<file path="config.mk">
export PLATFORM = sky130hd
export DESIGN_NAME = fetch_unit
export DESIGN_NICKNAME = d
export VERILOG_FILES = /design/src/rtl/fetch_unit.sv
export SDC_FILE = /design/constraint.sdc
export NUM_CORES = 1
export LEC_CHECK = 0
export CAP_MARGIN = 5
export CELL_PAD_IN_SITES_DETAIL_PLACEMENT = 1
export CELL_PAD_IN_SITES_GLOBAL_PLACEMENT = 1
export CORE_ASPECT_RATIO = 1.4
export CORE_MARGIN = 8
export CORE_UTILIZATION = 38
export DETAILED_ROUTE_END_ITERATION = 12
export PLACE_DENSITY_LB_ADDON = 0.3
export SYNTH_ARGS = -nofsm -noshare
export SYNTH_HDL_FRONTEND = slang
export SYNTH_SLANG_ARGS = --single-unit
</file>
<file path="constraint.sdc">
create_clock -name clk_i -period 3.1 [get_ports clk_i]
set_input_delay 0.62 -clock clk_i [delete_from_list [all_inputs] [get_ports clk_i]]
set_output_delay 0.62 -clock clk_i [all_outputs]
set_load 0.02 [all_outputs]
</file>
<file path="src/rtl/fetch_unit.sv">
// rtl/fetch_unit.sv - MIPS instruction-fetch stage with IF/ID pipeline register
//
// Purpose:
//   Holds the PC, presents it to instruction memory, and captures the fetched
//   instruction plus PC+4 into the IF/ID register. Redirects the PC on a taken
//   jump or branch decoded in ID, inserts a single bubble on a redirect, and
//   freezes on a load-use stall or when the core is not running.
//
// Optional feature macro: FETCH_PERF_CNT_EN
//   When defined, adds saturating stall/flush performance counters.
//
// Ports:
//   clk_i         in   1   clock
//   rst_i         in   1   asynchronous active-low reset
//   start_i       in   1   run enable; low freezes fetch and feeds bubbles
//   stall_i       in   1   hold PC and IF/ID
//   branch_i      in   1   Branch control for the instruction in ID
//   jump_i        in   1   Jump control for the instruction in ID
//   eq_i          in   1   ID-stage rs==rt result
//   imem_data_i   in   32  instruction read combinationally at imem_addr_o
//   imem_addr_o   out  32  current PC
//   ifid_instr_o  out  32  IF/ID instruction
//   ifid_pc4_o    out  32  IF/ID PC+4
//   ifid_valid_o  out  1   IF/ID holds a real instruction
//   redirect_o    out  1   a jump/branch redirect is taken this cycle
//   stall_cnt_o   out  CNT_W  (FETCH_PERF_CNT_EN) stall cycles, saturating
//   flush_cnt_o   out  CNT_W  (FETCH_PERF_CNT_EN) redirects, saturating

module fetch_unit #(
    parameter logic [31:0] RESET_PC  = 32'h0000_0000,
    parameter logic [31:0] NOP_INSTR = 32'h0000_0000,
    parameter int          CNT_W     = 32
) (
    input  logic             clk_i,
    input  logic             rst_i,
    input  logic             start_i,
    input  logic             stall_i,
    input  logic             branch_i,
    input  logic             jump_i,
    input  logic             eq_i,
    input  logic [31:0]      imem_data_i,
    output logic [31:0]      imem_addr_o,
    output logic [31:0]      ifid_instr_o,
    output logic [31:0]      ifid_pc4_o,
    output logic             ifid_valid_o,
    output logic             redirect_o
`ifdef FETCH_PERF_CNT_EN
    ,
    output logic [CNT_W-1:0] stall_cnt_o,
    output logic [CNT_W-1:0] flush_cnt_o
`endif
);

    logic [31:0] r_pc;
    logic [31:0] r_instr;
    logic [31:0] r_pc4;
    logic        r_valid;

    logic [31:0] w_pc_plus4;
    logic [31:0] w_jtarget;
    logic [31:0] w_boffset;
    logic [31:0] w_btarget;
    logic        w_run;
    logic        w_take_j;
    logic        w_take_b;

    assign w_pc_plus4 = r_pc + 32'd4;

    // Targets are computed from the instruction sitting in IF/ID, not from
    // the instruction currently being fetched.
    assign w_jtarget = {r_pc4[31:28], r_instr[25:0], 2'b00};
    assign w_boffset = {{14{r_instr[15]}}, r_instr[15:0], 2'b00};
    assign w_btarget = r_pc4 + w_boffset;

    // A bubble in IF/ID (valid=0) must never redirect, whatever the decoder
    // makes of the NOP encoding.
    assign w_run    = start_i & ~stall_i & r_valid;
    assign w_take_j = w_run & jump_i;
    assign w_take_b = w_run & branch_i & eq_i;

    assign redirect_o = w_take_j | w_take_b;

    always_ff @(posedge clk_i or negedge rst_i) begin
        if (!rst_i) begin
            r_pc    <= RESET_PC;
            r_instr <= NOP_INSTR;
            r_pc4   <= 32'd0;
            r_valid <= 1'b0;
        end else if (!start_i) begin
            r_instr <= NOP_INSTR;
            r_pc4   <= 32'd0;
            r_valid <= 1'b0;
        end else if (stall_i) begin
            // Stall takes priority over any redirect: everything holds.
        end else if (w_take_j) begin
            r_pc    <= w_jtarget;
            r_instr <= NOP_INSTR;
            r_pc4   <= 32'd0;
            r_valid <= 1'b0;
        end else if (w_take_b) begin
            r_pc    <= w_btarget;
            r_instr <= NOP_INSTR;
            r_pc4   <= 32'd0;
            r_valid <= 1'b0;
        end else begin
            r_pc    <= w_pc_plus4;
            r_instr <= imem_data_i;
            r_pc4   <= w_pc_plus4;
            r_valid <= 1'b1;
        end
    end

    assign imem_addr_o  = r_pc;
    assign ifid_instr_o = r_instr;
    assign ifid_pc4_o   = r_pc4;
    assign ifid_valid_o = r_valid;

`ifdef FETCH_PERF_CNT_EN
    logic [CNT_W-1:0] r_stall_cnt;
    logic [CNT_W-1:0] r_flush_cnt;

    // Both counters stop at all-ones rather than wrapping.
    always_ff @(posedge clk_i or negedge rst_i) begin
        if (!rst_i) begin
            r_stall_cnt <= '0;
            r_flush_cnt <= '0;
        end else begin
            if (start_i && stall_i && (r_stall_cnt != '1)) begin
                r_stall_cnt <= r_stall_cnt + 1'b1;
            end
            if (redirect_o && (r_flush_cnt != '1)) begin
                r_flush_cnt <= r_flush_cnt + 1'b1;
            end
        end
    end

    assign stall_cnt_o = r_stall_cnt;
    assign flush_cnt_o = r_flush_cnt;
`else
    wire [CNT_W-1:0] w_cnt_unused = '0;
`endif

endmodule

</file>
* Word-level counts from Yosys, hierarchy flattened
Index checks and enable logic that the tools add are counted.
** Storage, ports and cells
- Output and inout bits :: 98
- Memories kept :: 0
- RAM bits :: 0
- Logic and storage cells :: 29
- Bits in latches :: 0
- Bits in registers :: 97
- Input port bits :: 39
- ROM bits :: 0
** Cells by class
- Bitwise gates (word level) :: 7
- Reduce and logical (&&, ||, !) cells :: 1
- Div/mod/pow operators :: 0
- Magnitude comparators :: 0
- Eq/ne operators :: 1
- Shift operators :: 0
- Mux-type cells :: 14
- Multiply operators :: 0
- Add/subtract/negate cells :: 2
** Operator list (count)
- 32-bit two-way mux :: 10
- 32-bit by 3-bit adder with 32-bit output, second input constant :: 1
- 32-bit adder :: 1
- 1-bit AND :: 5
- 1-bit two-way mux :: 4
- 2-bit inequality test, second input constant :: 1
- 2-bit AND reduction :: 1
- 1-bit inverter :: 1
- 1-bit OR :: 1

* Depth between registers and ports, before layout
Gate-level depths: netlist of the first run.
- Word-level depth :: 9
- Depth in mapped cells :: 10
- Mapped depth without buffers :: 10

* Worst setup path after synthesis of the first run
OpenSTA, ideal clock, no wires.
- Kind :: flip-flop to flip-flop
- Start point :: register r_instr[0], in the netlist ifid_instr_o[0]
- End point :: register r_pc[28], in the netlist imem_addr_o[28]
- Stages on the path, launching flop included :: 11
- Buffers on the path :: 0
- Arrival time :: 2528 ps
- Slack :: 434 ps
- Clock period less this slack :: 2666 ps
- Setup time :: 139 ps
- Data required time :: 2961 ps
- Cell sequence :: dfrtp_1 ha_1 fa_1 a21o_1 a31o_2 nand3_1 nand2_1 a31oi_1 o31ai_1 nor4_1 a211oi_1
** Between the ends
- Cells in the longest elaborated chain, start to end :: 3
** RTL lines
- from (decl) :: line 55 : logic [31:0] r_instr;
- from (signal assigned) :: line 107 : r_instr <= imem_data_i;
- 32-bit adder :: line 73 : assign w_btarget = r_pc4 + w_boffset;
- 32-bit two-way mux :: line 100 : end else if (w_take_b) begin
- 32-bit two-way mux :: line 95 : end else if (w_take_j) begin
- to (signal assigned) :: line 96 : r_pc <= w_jtarget;
- to (signal assigned) :: line 101 : r_pc <= w_btarget;
- to (signal assigned) :: line 106 : r_pc <= w_pc_plus4;
- to (decl) :: line 54 : logic [31:0] r_pc;
Every way passes these cells.
A chain may end at the register's enable or synchronous reset.

* Worst setup path in the final report of the first run
- Start point :: register r_instr[15], in the netlist ifid_instr_o[15]
- End point :: register r_pc[27], in the netlist imem_addr_o[27]
Same word-level chain as after synthesis.

==> impl_results.md, run 1 <==
- M1 WL: 9.30 mm
- Total congestion overflow: 0
- Final ANT Viol Nets: 0
- Number of flops mapped to enable cells by yosys: 0
- Fin Setup TNS: 0 ns
- Cells after Synth: 690
- Dpl hpwl: 18.5 mm
- FF-to-FF End: imem_addr_o[27]$_DFFE_PN0P_
- Synth warnings: 0
- Vias per cell: 5.96
- Routability cong.: 0.924
- Die Ht: 167 µm
- Core area: 16000 µm²
- Fin cells: 1035
- R2R cell count: 8
- Worst-Margin Slew: 1.10 ns
- # rows: 55
- GR Util All Layers: 24.1%
- Data arrival, critical path: 3.21 ns
- Crit. Startpoint: ifid_instr_o[15]$_DFFE_PN0P_
- Share of layout cells above drive strength 1: 8.13%
- Area added between synthesis and finish: 33.2%
- Die area: 20600 µm²
- CP Launch Type: register
- Mapped Area: 6150 µm²
- Status: complete, no violations
- Fin crit share: 95.9%
- Synthesis-stage register bit count: 97
- Maximum clock rate: 336 MHz
- R2R Setup Slk: 0.13 ns
- Synth area leaders: dfrtp_1 (39%), ha_1 (6.1%), o21ai_0 (6.0%)
- RR Startpoint: ifid_instr_o[15]$_DFFE_PN0P_
- Number of buffers added on ports: 136
- Power density over the cells: 511 nW/µm²
- Synth Net Count: 760
- IO Count: 137
- Placed cells: 1019
- Clk buf depth: 2
- Final min period: 2.97 ns
- Synth top area share: 39.4%
- Max-slew violation count: 0
- Maximum vdd ir drop: 0.282 mV
- Leak Pwr: 3.55 nW
- Routed length on met3: 930 µm
- First-pass GRT wire length: 38.5 mm
- Mean Syn Cell Area: 8.92 µm²
- Fraction of registers with async set/reset: 100%
- Sequential-to-total area share from yosys stat: 39.4%
- Die X: 124 µm
- Min-delay worst type: primary input to asynchronous set/reset pin
- Critical path class: register to register
- Drt pass-1 iters: 4
- Worst Setup End Kind: register
- Predominant post-synthesis flop cell: dfrtp_1
- Cts-stage hold buffer count: 0
- Req. time, crit path: 3.34 ns
- Htree depth: 3
- Top routing layer used: met4
- CTS Buf Count: 9
- Synth area leader: dfrtp_1
- Max-cap violation count: 0
- Drc violations: 0
- DR WL/cell: 23.6 µm
- Routed wl met2: 13.1 mm
- Final Hold Vio Count: 0
- Final WL: 24.5 mm
- TritonCTS clock tree: built
- CTS root buf: clkbuf_16
- Worst-path maximum fanout: 6
- RSZ-0062 raised after global routing: false
- Total chip power: 0.00419 W
- # fillers: 1893
- Vias: 6173
- Antenna cells: 0
- Clock Pin Slew Worst Setup and Hold Paths: 0.08 ns
- Clock Sinks: 97
- Synth cell types: 65
- Initial Utilization: 38.4%
- Final net count: 901
- # setup viols final: 0
- Clock skew: 0.0102 ns
- Clk_lat worst skew: 0.36 ns
- Max-slew headroom: 26.7%
- # Post-CTS Setup Buffers: 0
- CTS-repair resized insts: 0
- Initial antenna violation count: 0
- Starting DRT DRC Count: 373
- Top post-synthesis cells by count: dfrtp_1 (97), nand2_1 (97), o21ai_0 (74)
- Vias in the first global route: 6885
- Largest net degree at the start of global routing: 55
cells by family after synthesis:
logic type / after synthesis / synth area share, %
muxes: 1 / 0.163
xor gates and xnor gates: 53 / 7.54
buffers and inverters: 46 / 2.97
DFF: 97 / 39.4
and+or+nand+nor: 213 / 16.4
adders and majority gates: 31 / 6.43
AOI/OAI and AO/OA: 249 / 27.0
stage by stage:
| stage | utilization, % | area [µm²] | setup slack (ns) | hold WS (ns) |
|---|---|---|---|---|
| global route | 51.1 | 8190 | 0.0370 | 0.362 |
| global placement | 49.2 | 7890 | 0.173 | 0.491 |
| detailed placement | 49.2 | 7890 | 0.0792 | 0.491 |
| finish | 51.1 | 8190 | 0.126 | 0.309 |
| floorplan | - | 6150 | 0.434 | 0.324 |
| CTS | 51.1 | 8190 | 0.122 | 0.333 |
how the worst max path moves through the flow:
| stage | to | cells after the start |
|---|---|---|
| floorplan | imem_addr_o[28]$_DFFE_PN0P_ | 10 |
| global placement | imem_addr_o[27]$_DFFE_PN0P_ | 7 |
| detailed placement | imem_addr_o[27]$_DFFE_PN0P_ | 7 |
| CTS | imem_addr_o[27]$_DFFE_PN0P_ | 8 |
| global route | imem_addr_o[27]$_DFFE_PN0P_ | 8 |
| finish | imem_addr_o[27]$_DFFE_PN0P_ | 8 |
layout by cell type, fill, tap and decap left out, types with 4 or more instances in the layout:
| cell type | synthesis | layout |
|---|---|---|
| a211oi_1 | 5 | 5 |
| a21o_1 | 13 | 13 |
| a21oi_1 | 55 | 55 |
| a221oi_1 | 5 | 5 |
| a22o_1 | 39 | 39 |
| a31oi_1 | 5 | 5 |
| and3_1 | 8 | 8 |
| buf_4 | 0 | 29 |
| clkbuf_16 | 0 | 9 |
| clkdlybuf4s50_1 | 0 | 135 |
| dfrtp_1 | 97 | 97 |
| ha_1 | 30 | 30 |
| inv_1 | 8 | 8 |
| nand2_1 | 97 | 97 |
| nand3_1 | 20 | 20 |
| nand4_1 | 8 | 8 |
| nor2_1 | 42 | 41 |
| nor3_1 | 9 | 9 |
| nor4_1 | 4 | 4 |
| o211ai_1 | 9 | 9 |
| o21ai_0 | 74 | 74 |
| o21bai_1 | 5 | 5 |
| o22ai_1 | 6 | 6 |
| xnor2_1 | 27 | 27 |
| xor2_1 | 26 | 26 |
cell type report:
cell class	instances	area (µm²)	area share, %
Multi-Input combinational cell	547	3550	43.4
Sequential cell	97	2430	29.6
Timing Repair Buffer	167	1630	19.9
Tap cell	199	249	3.04
Clock buffer	9	225	2.75
Clock inverter	7	77.6	0.947
Inverter	9	33.8	0.412
per-layer routing:
metal,up-vias,global-route usage [%]
li1,2817,-
met1,3123,25.6
met2,161,43.9
met3,72,3.76
met4,0,12.6
met5,-,0
power by group:
group	switching (W)	internal [W]
registers	0.000265	0.00142
clock network	0.000552	0.000634
logic	0.000721	0.000597
critical path, stage by stage (launching register included):
cell and delay (ns):
dfrtp_1 0.45, ha_1 0.41, a21oi_1 0.29, o21ai_0 0.19, or4_1 0.43, a221oi_1 0.40
a21boi_0 0.29, xor2_1 0.27, a21oi_1 0.11
sequential cells by signal (all words and copies together) (netlist names):
name / flops
imem_addr_o: 32
ifid_pc4_o: 32
ifid_instr_o: 32
ifid_valid_o: 1
Note: power is estimated with default switching activity, not from simulation.
==> run 2: changes to the inputs <==
CORE_ASPECT_RATIO = not set   (was 1.4)
==> run 2 against run 1 <==
  * Power rose by 1.3%
  * Utilization rose by 0.70 points
  * Clock skew is 0.0031 ns lower
  * Largest cell class unchanged
  * Worst setup slack improved by 0.11 ns
==> impl_results.md, run 2 (synthesis results as in run 1) <==
- Drc violations: 0
- Cts-stage hold buffer count: 0
- Vias in the first global route: 6746
- Min-delay worst type: primary input to asynchronous set/reset pin
- Clock Pin Slew Worst Setup and Hold Paths: 0.07 ns
- CP peak stage delay: 0.60 ns
- Data arrival, critical path: 2.24 ns
- Fin Setup TNS: 0 ns
- Starting DRT DRC Count: 509
- Clock skew: 0.00713 ns
- Clk buf depth: 2
- Maximum clock rate: 350 MHz
- Reg area: 2430 µm²
- IO Count: 137
- Final ANT Viol Nets: 0
- Leak Pwr: 3.58 nW
- Status: complete, no violations
- Final net count: 903
- Clock Sinks: 97
- CTS Buf Count: 9
- CP max stage cell: clkdlybuf4s50_1
- Finished Cell Area: 8230 µm²
- Initial Utilization: 38.7%
- Max-slew headroom: 25.8%
- Worst Setup End Kind: primary output
- Routability cong.: 0.944
- Largest net degree at the start of global routing: 59
- TritonCTS clock tree: built
- Initial antenna violation count: 0
- RSZ-0062 raised after global routing: false
- CTS root buf: clkbuf_16
- CP Cell Sequence: clkdlybuf4s50_1 > nor2b_1 > nand3_1 > clkinv_1 > clkdlybuf4s50_1
- Net Switching: 0.00151 W
- Multi-input gate area: 3550 µm²
- # rows: 46
- Critical path class: primary input to primary output
- # fillers: 1885
- Clk_lat worst skew: 0.36 ns
- Gate power share: 31.0%
- Worst-Margin Slew: 1.11 ns
- Area added between synthesis and finish: 33.7%
- Antenna cells: 0
- Leading cell type in the layout, fill and taps excluded: clkdlybuf4s50_1
- Power density over the cells: 516 nW/µm²
- Vias per cell: 5.93
- Worst setup margin: 0.240 ns
- Share of layout cells above drive strength 1: 8.35%
- DP Area: 7900 µm²
- Final min period: 2.86 ns
- Placed cells: 1038
- Most frequent cells in the layout: clkdlybuf4s50_1 (135), nand2_1 (97), dfrtp_1 (97)
- Reg power frac: 40.0%
- First-pass GRT wire length: 38.8 mm
- Drt pass-1 iters: 5
- Req. time, crit path: 2.48 ns
- Total congestion overflow: 0
- Total chip power: 0.00425 W
- Worst-path maximum fanout: 4
- Fin cells: 1054
- Final Hold Vio Count: 0
- GR Util All Layers: 24.6%
- Switching Fraction: 35.6%
- # setup viols final: 0
- Max-slew violation count: 0
- Final WL: 24.9 mm
- Maximum vdd ir drop: 0.281 mV
- Critical Path Most Common Cell: clkdlybuf4s50_1
- Worst slack, placed: 0.190 ns
- Dpl hpwl: 18.5 mm
- Die Ht: 143 µm
- # Post-CTS Setup Buffers: 0
- Die area: 20500 µm²
- Htree depth: 3
- DR WL/cell: 23.7 µm
- Clock share of power: 29.0%
- Max-cap violation count: 0
- Fin crit share: 92.2%
- Number of buffers added on ports: 136
- CTS-repair resized insts: 0
- Die X: 143 µm
- Core area: 15900 µm²
- CP Launch Type: primary input
- Int Power: 0.00273 W
- Vias: 6250
run 2: critical path, delay by kind of cell:
family / cells / cell delay (ns)
AND/OR/NAND/NOR: 2 / 0.42
buffers and inverters: 3 / 1.19
run 2: routing by layer:
| layer | GRT usage (%) | vias to the layer above | routed length (µm) |
|---|---|---|---|
| met5 | 0 | - | 0 |
| met4 | 9.63 | 0 | 495 |
| met3 | 4.77 | 35 | 1670 |
| met2 | 41.1 | 228 | 12200 |
| li1 | - | 2821 | - |
| met1 | 30.6 | 3166 | 10600 |
run 2: layout make-up:
| class | count | share of cell area (%) |
|---|---|---|
| clock inverter | 3 | 0.563 |
| sequential | 97 | 29.5 |
| timing repair buffer | 169 | 19.7 |
| tap | 216 | 3.28 |
| clock buffer | 13 | 3.41 |
| inverter | 9 | 0.411 |
| multi-input combinational | 547 | 43.2 |
run 2: worst paths after layout:
| kind | startpoint | to | slack, ns | depth (start not counted) |
|---|---|---|---|---|
| setup / recovery | start_i | redirect_o | 0.24 | 5 |
| hold / removal | rst_i | ifid_instr_o[31]$_DFFE_PN0P_ | 0.25 | 1 |
| setup reg to reg | ifid_instr_o[0]$_DFFE_PN0P_ | imem_addr_o[28]$_DFFE_PN0P_ | 0.26 | 11 |
| hold reg to reg | ifid_instr_o[29]$_DFFE_PN0P_ | ifid_instr_o[29]$_DFFE_PN0P_ | 0.51 | 1 |
| max in group asynchronous | rst_i | ifid_pc4_o[28]$_DFFE_PN0P_ | 2.11 | 2 |
| min in group clk_i | ifid_instr_o[29]$_DFFE_PN0P_ | ifid_instr_o[29]$_DFFE_PN0P_ | 0.51 | 1 |
run 2: power by group through the flow:
stage               clock network (W)  registers (W)  logic [W]
CTS                           0.00126        0.00169    0.00132
finish                        0.00123        0.00170    0.00132
global route                  0.00129        0.00172    0.00142
detailed placement                  0        0.00171    0.00131
global placement                    0        0.00170    0.00127
floorplan                           0        0.00181   0.000533
run 2: stage by stage:
stage	util [%]	hold slack [ns]
floorplan	-	0.324
global placement	49.7	0.489
detailed placement	49.7	0.493
CTS	51.8	0.255
global route	51.8	0.286
finish	51.8	0.246
